===== src/rtl/shift_reg_pkg.sv =====
// Shared definitions for the parameterised shift register: shift direction
// encodings, a constant-capable ceil(log2) helper and the per-edge operation
// type produced by the priority decode (clear > load > shift > hold).
package shift_reg_pkg;

   localparam logic DIR_FWD = 1'b0;
   localparam logic DIR_REV = 1'b1;

   typedef enum logic [1:0] {
      OP_HOLD  = 2'd0,
      OP_SHIFT = 2'd1,
      OP_LOAD  = 2'd2,
      OP_CLEAR = 2'd3
   } op_e;

   // ceil(log2(value)); usable in parameter defaults
   function automatic int clog2(input int value);
      int result;
      int rem;
      result = 0;
      rem    = value - 1;
      while (rem > 0) begin
         result = result + 1;
         rem    = rem >> 1;
      end
      return result;
   endfunction

endpackage


===== src/rtl/shift_reg_stage.sv =====
// One WIDTH-bit stage of the shift register. The next value is chosen from
// hold / left neighbour (forward shift) / right neighbour (reverse shift) /
// parallel-load slice, with clear forcing the reset value.
module shift_reg_stage
   import shift_reg_pkg::*;
#(
   parameter int               WIDTH     = 4,
   parameter logic [WIDTH-1:0] RESET_VAL = '0
) (
   input  logic             clk_i,
   input  logic             rst_i,
   input  op_e              op_i,
   input  logic             dir_i,
   input  logic [WIDTH-1:0] left_i,
   input  logic [WIDTH-1:0] right_i,
   input  logic [WIDTH-1:0] load_i,
   output logic [WIDTH-1:0] q_o
);

   logic [WIDTH-1:0] data_q;
   logic [WIDTH-1:0] data_d;

   // Next-value select for this stage
   always_comb begin
      data_d = data_q;
      case (op_i)
         OP_CLEAR: data_d = RESET_VAL;
         OP_LOAD:  data_d = load_i;
         OP_SHIFT: data_d = (dir_i == DIR_FWD) ? left_i : right_i;
         default:  data_d = data_q;
      endcase
   end

   // Stage register with asynchronous reset to the reset value
   always_ff @(posedge clk_i or posedge rst_i) begin
      if (rst_i) begin
         data_q <= RESET_VAL;
      end else begin
         data_q <= data_d;
      end
   end

   assign q_o = data_q;

endmodule


===== src/rtl/param_shift_register.sv =====
// Parameterised shift register: DEPTH stages of WIDTH bits, runtime shift
// direction, parallel load, synchronous clear and a saturating fill counter.
// Optional feature macro: PARAM_SHIFT_REG_TAP_EN enables io_tap_out as a
// combinational read of stage io_tap_sel; otherwise io_tap_out is 0.
module param_shift_register
   import shift_reg_pkg::*;
#(
   parameter int WIDTH     = 4,
   parameter int DEPTH     = 4,
   parameter int RESET_VAL = 0,
   parameter int CNT_W     = clog2(DEPTH + 1),
   parameter int SEL_W     = clog2(DEPTH)
) (
   input  logic                   clock,
   input  logic                   reset,
   input  logic                   io_shift,
   input  logic                   io_dir,
   input  logic [WIDTH-1:0]       io_in,
   input  logic                   io_load,
   input  logic [DEPTH*WIDTH-1:0] io_load_data,
   input  logic                   io_clear,
   input  logic [SEL_W-1:0]       io_tap_sel,
   output logic [WIDTH-1:0]       io_out,
   output logic [WIDTH-1:0]       io_tap_out,
   output logic [CNT_W-1:0]       io_count,
   output logic                   io_full
);

   localparam logic [WIDTH-1:0] RST_V   = WIDTH'(RESET_VAL);
   localparam logic [CNT_W-1:0] DEPTH_C = CNT_W'(DEPTH);

   op_e              op_sel;
   logic [WIDTH-1:0] stage_q [DEPTH];
   logic [CNT_W-1:0] count_q;
   logic [CNT_W-1:0] count_d;

   // Priority decode of the control strobes: clear > load > shift > hold
   always_comb begin
      op_sel = OP_HOLD;
      if (io_clear) begin
         op_sel = OP_CLEAR;
      end else if (io_load) begin
         op_sel = OP_LOAD;
      end else if (io_shift) begin
         op_sel = OP_SHIFT;
      end
   end

   // Stage chain; the end stages take io_in as their missing neighbour
   for (genvar gi = 0; gi < DEPTH; gi++) begin : g_stage
      logic [WIDTH-1:0] left_nb;
      logic [WIDTH-1:0] right_nb;

      if (gi == 0) begin : g_left_in
         assign left_nb = io_in;
      end else begin : g_left_nb
         assign left_nb = stage_q[gi-1];
      end

      if (gi == DEPTH - 1) begin : g_right_in
         assign right_nb = io_in;
      end else begin : g_right_nb
         assign right_nb = stage_q[gi+1];
      end

      shift_reg_stage #(
         .WIDTH    (WIDTH),
         .RESET_VAL(RST_V)
      ) u_stage (
         .clk_i  (clock),
         .rst_i  (reset),
         .op_i   (op_sel),
         .dir_i  (io_dir),
         .left_i (left_nb),
         .right_i(right_nb),
         .load_i (io_load_data[gi*WIDTH +: WIDTH]),
         .q_o    (stage_q[gi])
      );
   end

   // Fill counter: counts shifts and saturates at DEPTH, no wrap-around
   always_comb begin
      count_d = count_q;
      case (op_sel)
         OP_CLEAR: count_d = '0;
         OP_LOAD:  count_d = DEPTH_C;
         OP_SHIFT: begin
            if (count_q != DEPTH_C) begin
               count_d = count_q + 1'b1;
            end
         end
         default:  count_d = count_q;
      endcase
   end

   // Fill counter register
   always_ff @(posedge clock or posedge reset) begin
      if (reset) begin
         count_q <= '0;
      end else begin
         count_q <= count_d;
      end
   end

   // Output end follows io_dir without touching stage contents
   assign io_out   = (io_dir == DIR_REV) ? stage_q[0] : stage_q[DEPTH-1];
   assign io_count = count_q;
   assign io_full  = (count_q == DEPTH_C);

`ifdef PARAM_SHIFT_REG_TAP_EN
   // Tap read; indices past the last stage (non-power-of-two DEPTH) read 0
   always_comb begin
      io_tap_out = '0;
      if (int'(io_tap_sel) < DEPTH) begin
         io_tap_out = stage_q[io_tap_sel];
      end
   end
`else
   logic unused_tap_sel;
   assign unused_tap_sel = ^io_tap_sel;
   assign io_tap_out     = '0;
`endif

endmodule


===== config.mk =====
export PLATFORM = sky130hd
export DESIGN_NAME = param_shift_register
export DESIGN_NICKNAME = d
export VERILOG_FILES = /design/src/rtl/shift_reg_pkg.sv /design/src/rtl/shift_reg_stage.sv /design/src/rtl/param_shift_register.sv
export SDC_FILE = /design/constraint.sdc
export NUM_CORES = 1
export LEC_CHECK = 0
export ABC_AREA = 1
export BUFFER_PORTS_ARGS = -buffer_cell sky130_fd_sc_hd__buf_4
export CAP_MARGIN = 0
export CELL_PAD_IN_SITES_DETAIL_PLACEMENT = 1
export CELL_PAD_IN_SITES_GLOBAL_PLACEMENT = 1
export CORE_AREA = 3 3 100 54
export CTS_CLUSTER_SIZE = 12
export DETAILED_ROUTE_END_ITERATION = 10
export DIE_AREA = 0 0 103 57
export GPL_TIMING_DRIVEN = 0
export PLACE_DENSITY_LB_ADDON = 0.1
export SLEW_MARGIN = 20
export SYNTH_ARGS = -nofsm -noshare
export SYNTH_HDL_FRONTEND = slang
export SYNTH_SLANG_ARGS = --single-unit

===== constraint.sdc =====
create_clock -name clock -period 1 [get_ports clock]
set_input_delay 0.1 -clock clock [delete_from_list [all_inputs] [get_ports clock]]
set_output_delay 0.1 -clock clock [all_outputs]
set_load 0.02 [all_outputs]

Word level (Yosys, flattened, before mapping). Index checks and enable logic that the tools add are counted.

Add/subtract/negate cells: 1. Equal/unequal tests: 6. Muxes and demuxes: 14. Reduce and logical (&&, ||, !) cells: 2.

Operators by type and width (count): $pmux W4 S3 (4); $mux W4 (5); $pmux W3 S3 (1); $eq A2 B2 Y1 const B (2); $mux W2 (2); $add A3 B1 Y3 const B (1); $eq A3 B3 Y1 const B (1); $mux W3 (1); $ne A3 B3 Y1 const B (1); $reduce_bool A3 Y1 (1); $eq A2 B1 Y1 const B (1); $ne A2 B2 Y1 const B (1); $reduce_and A2 Y1 (1); $mux W1 (1).

Flip-flop bits (word level): 19. Output and inout port bits: 12. Logic and storage cells: 28.

Longest topological paths before layout.
Depth after elaboration: 6. Gate-level depth with buffers: 10. Gate-level depth less buffers: 9.

Hierarchy. Synthesis repeated with hierarchy kept, for this count alone.

Cell total of the unflattened synthesis: 253. Area, all modules: 1632.8 sq um.

Modules (own cells, without submodules): shift_reg_stage (instances 4, cells each 53, area each 331.6 sq um); param_shift_register (instances 1, cells each 41, area each 306.5 sq um).

Worst setup path after synthesis. OpenSTA, ideal clock, no wires.

Path type: register to register. Start: reg count_q[0], in the netlist io_count[0]. End: reg count_q[0], in the netlist io_count[0]. Setup time: 0.126 ns. Arrival: 1.190 ns. Data required time: 0.874 ns. Setup slack: -0.316 ns. Stages on the path, launching flop included: 9. Clock period less this slack: 1.316 ns. Cells stage by stage: dfrtp_1 > inv_1 > ha_1 > nand2_1 > inv_1 > nand2_1 > nand2_1 > nand2_1 > o21ai_0.

Longest elaborated chain between the ends: 3. Elaborated cells between the ends (all ways): 6. Classes of those cells: add/sub (1); eq/ne (2); mux (2); reduce/logical (1).

Ends and longest elaborated chain: start, declared (RTL line param_shift_register.sv:34) `logic [CNT_W-1:0] count_q;`; start signal, assigned (RTL line param_shift_register.sv:101) `count_q <= count_d;`; $add A3 B1 Y3 or $ne A3 B3 Y1 (tied branches) (RTL line param_shift_register.sv:89, param_shift_register.sv:88); $mux W3 or $ne A2 B2 Y1 (tied branches); $pmux W3 S3 or $reduce_and A2 Y1 (tied branches).

Several ways; a longest one is shown, not always the timed one. The select of a mux whose other input is x is not followed. A chain may end at the register's enable or synchronous reset.

Worst setup path in the final report.
Start: reg count_q[0], in the netlist io_count[0]. End: out io_full.

Longest elaborated chain between the ends: 1.

Ends and longest elaborated chain: $eq A3 B3 Y1 (RTL line param_shift_register.sv:108) `assign io_full = (count_q == DEPTH_C);`; end, declared (RTL line param_shift_register.sv:26) `output logic io_full`.

Every way passes these cells.

==> impl_results.md <==
* FMAX at 821.1 MHz
* Post-synthesis sequential area ratio at 32.65%
* Final HPWL DP at 3217 microns
* CTS tree: done
* Total internal power at 1.456 mW
* Final Hold Fails at 10
* Die X at 103 microns
* Syn-to-layout area delta at 51.72%
* # clock sinks at 19
* Chip Height at 57 microns
* Worst setup margin at -217.9 ps
* CP Launch Type: register
* Synth unique cells at 17
* Cells after Synth at 229
* Synth top area share at 32.65%
* Starting DRT DRC Count at 42
* Routed wire per std cell at 14.06 microns
* DR vias at 1553
* Core Area at about 4500 sq um
* Setup violators final at 10
* Status: finished with violations
* Mapped cell area at roughly 1500 sq um
* GPL Wtd Cong at about 0.76
* Placed cells at 321
* Sequential power share at 39.2%
* Placed instance area at 1844 sq um
* Leading post-synthesis cells by cell area: dfrtp_1 33%, nand2_1 31%, inv_1 8.2%
* Worst-Skew Late Latency at 260 ps
* Worst EP arrival at 1120 ps
* # hold bufs at CTS at 0
* Pin count of the biggest net entering global routing at 20
* Worst endpoint required time at approximately 900 ps
* Clock Path Buffers at 2
* Initial core utilization at 32.61%
* Maxcap violations at 0
* Setup TNS at -906.7 ps
* Worst Hold Margin at -10.46 ps
* Vias in the first global route at roughly 1600
* Pleak at approximately 1.2 nW
* Routed Wire Length at between 4000 and 5000 microns
* Port bufs at 32
* Syn avg cell area at 6.360 sq um
* Kind of critical path: reg2out
* Crit Path Max Fanout at 3
* Worst R2R Path Depth at 8
* Yosys top cell by area: dfrtp_1
* H-tree Lvls at 1
* Slew @ Worst Pin at 807.4 ps
* Vias per cell at approximately 4.5
* Initial antenna violation count at 0
* Sw frac at 32.64%
* Residual DRC at 0
* Number of diodes at 0
* First-pass GRT wire length at about 7000 microns
* Layout cells sized above 1 at 40.00%
* Worst-path clk slew at about 80 ps
* Combinational Power Share at 35.0%
* Final Power at around 2.2 mW
* Final worst-path cycle share at 121.8%
* Root Buffer: clkbuf_8
* Final Critical Period at 1218 ps
* CTS Buf Count at 3
* Post-DRT Antenna Nets at 0
* DIE AREA at around 5900 sq um
* RSZ-0062 raised after global routing: yes
* NetSw at 0.7055 mW
* Final nets at 319
* Worst Setup End Kind: primary output
* Rows at 17
* Max-slew violations at 0
* PD cells at around 1000 nW/um^2
* Worst Hold Class: in2async
* Clock Skew at 5.219 ps
* Peak VDD IR at 577.8 uV
* Ports at 40
* FF+latch count, synth at 19
* GRT Residual Overflow at 0
* GRT Util Overall at 15.56%
* Slew headroom at 46.11%
* Clock network fraction of total power at 25.8%
* Final non-filler cell total at 342
* Failing checks: negative hold slack, negative setup slack
* Synth warn at 0
* Final Cell Area at 2210 sq um
* Pre-antenna DRT Iters at 4
[registers in the layout, indices dropped and copies added, names as in the netlist]
signal and count:
g_stage.u_stage.q_o 16, io_count 3
[area by class of cell]
class / instances / area [sq um]
Fill cell: 575 / 2257
Multi-Input combinational cell: 165 / 893.4
Sequential cell: 19 / 479.2
Timing Repair Buffer: 51 / 447.9
Buffer: 13 / 143.9
Inverter: 33 / 128.9
Tap cell: 57 / 71.32
Clock buffer: 4 / 45.04
[power groups by stage]
stage | Combinational [mW] | Clock (mW) | Sequential (mW)
after floorplan | 0.373 | 0 | 0.859
after global routing | 0.833 | 0.593 | 0.853
after detailed placement | 0.582 | 0 | 0.859
after global placement | 0.570 | 0 | 0.857
final | 0.757 | 0.558 | 0.847
after CTS | 0.640 | 0.563 | 0.843
[routing by layer]
metal | track usage, % | wire, microns | vias to the layer above
met1 | 20.39 | 2262 | 732
met2 | 26.89 | 2221 | 38
met3 | 3.297 | 281 | 4
met4 | 2.583 | 42 | 0
li1 | - | - | 779
met5 | 0 | 0 | -
[final timing paths]
kind                                             endpoint  slack (ps)                      start
worst max-delay path                              io_full        -220                io_count[0]
max in group asynchronous                     io_count[1]         460                      reset
worst max register to register                io_count[2]        -180                io_count[0]
worst min register to register  g_stage[1].u_stage.q_o[2]         480  g_stage[1].u_stage.q_o[2]
min in group clock              g_stage[0].u_stage.q_o[1]         130            io_load_data[1]
worst min-delay path            g_stage[0].u_stage.q_o[0]         -10                      reset
[worst max-delay path: stages (launching register included)]
cell and delay (ps):
dfrtp_2 430, inv_2 80, ha_4 130, nand2_4 50
inv_4 60, buf_6 110
[layout by cell type, fill, tap and decap left out, drive strengths merged]
cell / n
nand3: 17
nand2: 130
dfrtp: 19
conb: 4
a21oi: 1
ha: 5
nor2: 2
inv: 33
o21ai: 6
buf: 62
clkbuf: 6
[cell usage after synthesis (all sizes together)]
library cell	number
ha	5
dfrtp	19
a21oi	1
inv	33
nor2	2
buf	15
nand3	17
nand2	130
o21ai	6
conb	1
[metrics by stage]
stage                     hold WS [ps]  setup WS [ps]  util [%]
after CTS                        22.73         -227.9     44.45
after global placement           321.6         -314.3     41.29
after detailed placement         307.8         -346.6     41.29
final                           -10.46         -217.9     49.47
after global routing             52.48         -276.3     49.47
after floorplan                  50.99         -146.2         -
[timing repair]
| item | CTS | global route |
|---|---|---|
| resized for setup | 15 | 31 |
| pin swaps | 1 | 11 |
| buffers inserted | 10 | 7 |
| setup endpoints to repair | 19 | 26 |
| gates cloned | 0 | 2 |
[cells by family (layout without fill, tap and decap cells)]
| kind of cell | count (synthesis) | in the layout | share of synthesized area [%] |
|---|---|---|---|
| buffers and inverters | 48 | 101 | 17.35 |
| AO/OA/AOI/OAI | 7 | 7 | 2.405 |
| AND/OR/NAND/NOR | 149 | 149 | 43.04 |
| adder cells (fa/ha/maj) | 5 | 5 | 4.296 |
| other | 1 | 4 | 0.2575 |
| flip-flops | 19 | 19 | 32.65 |
Note: power is estimated with default switching activity, not from simulation.
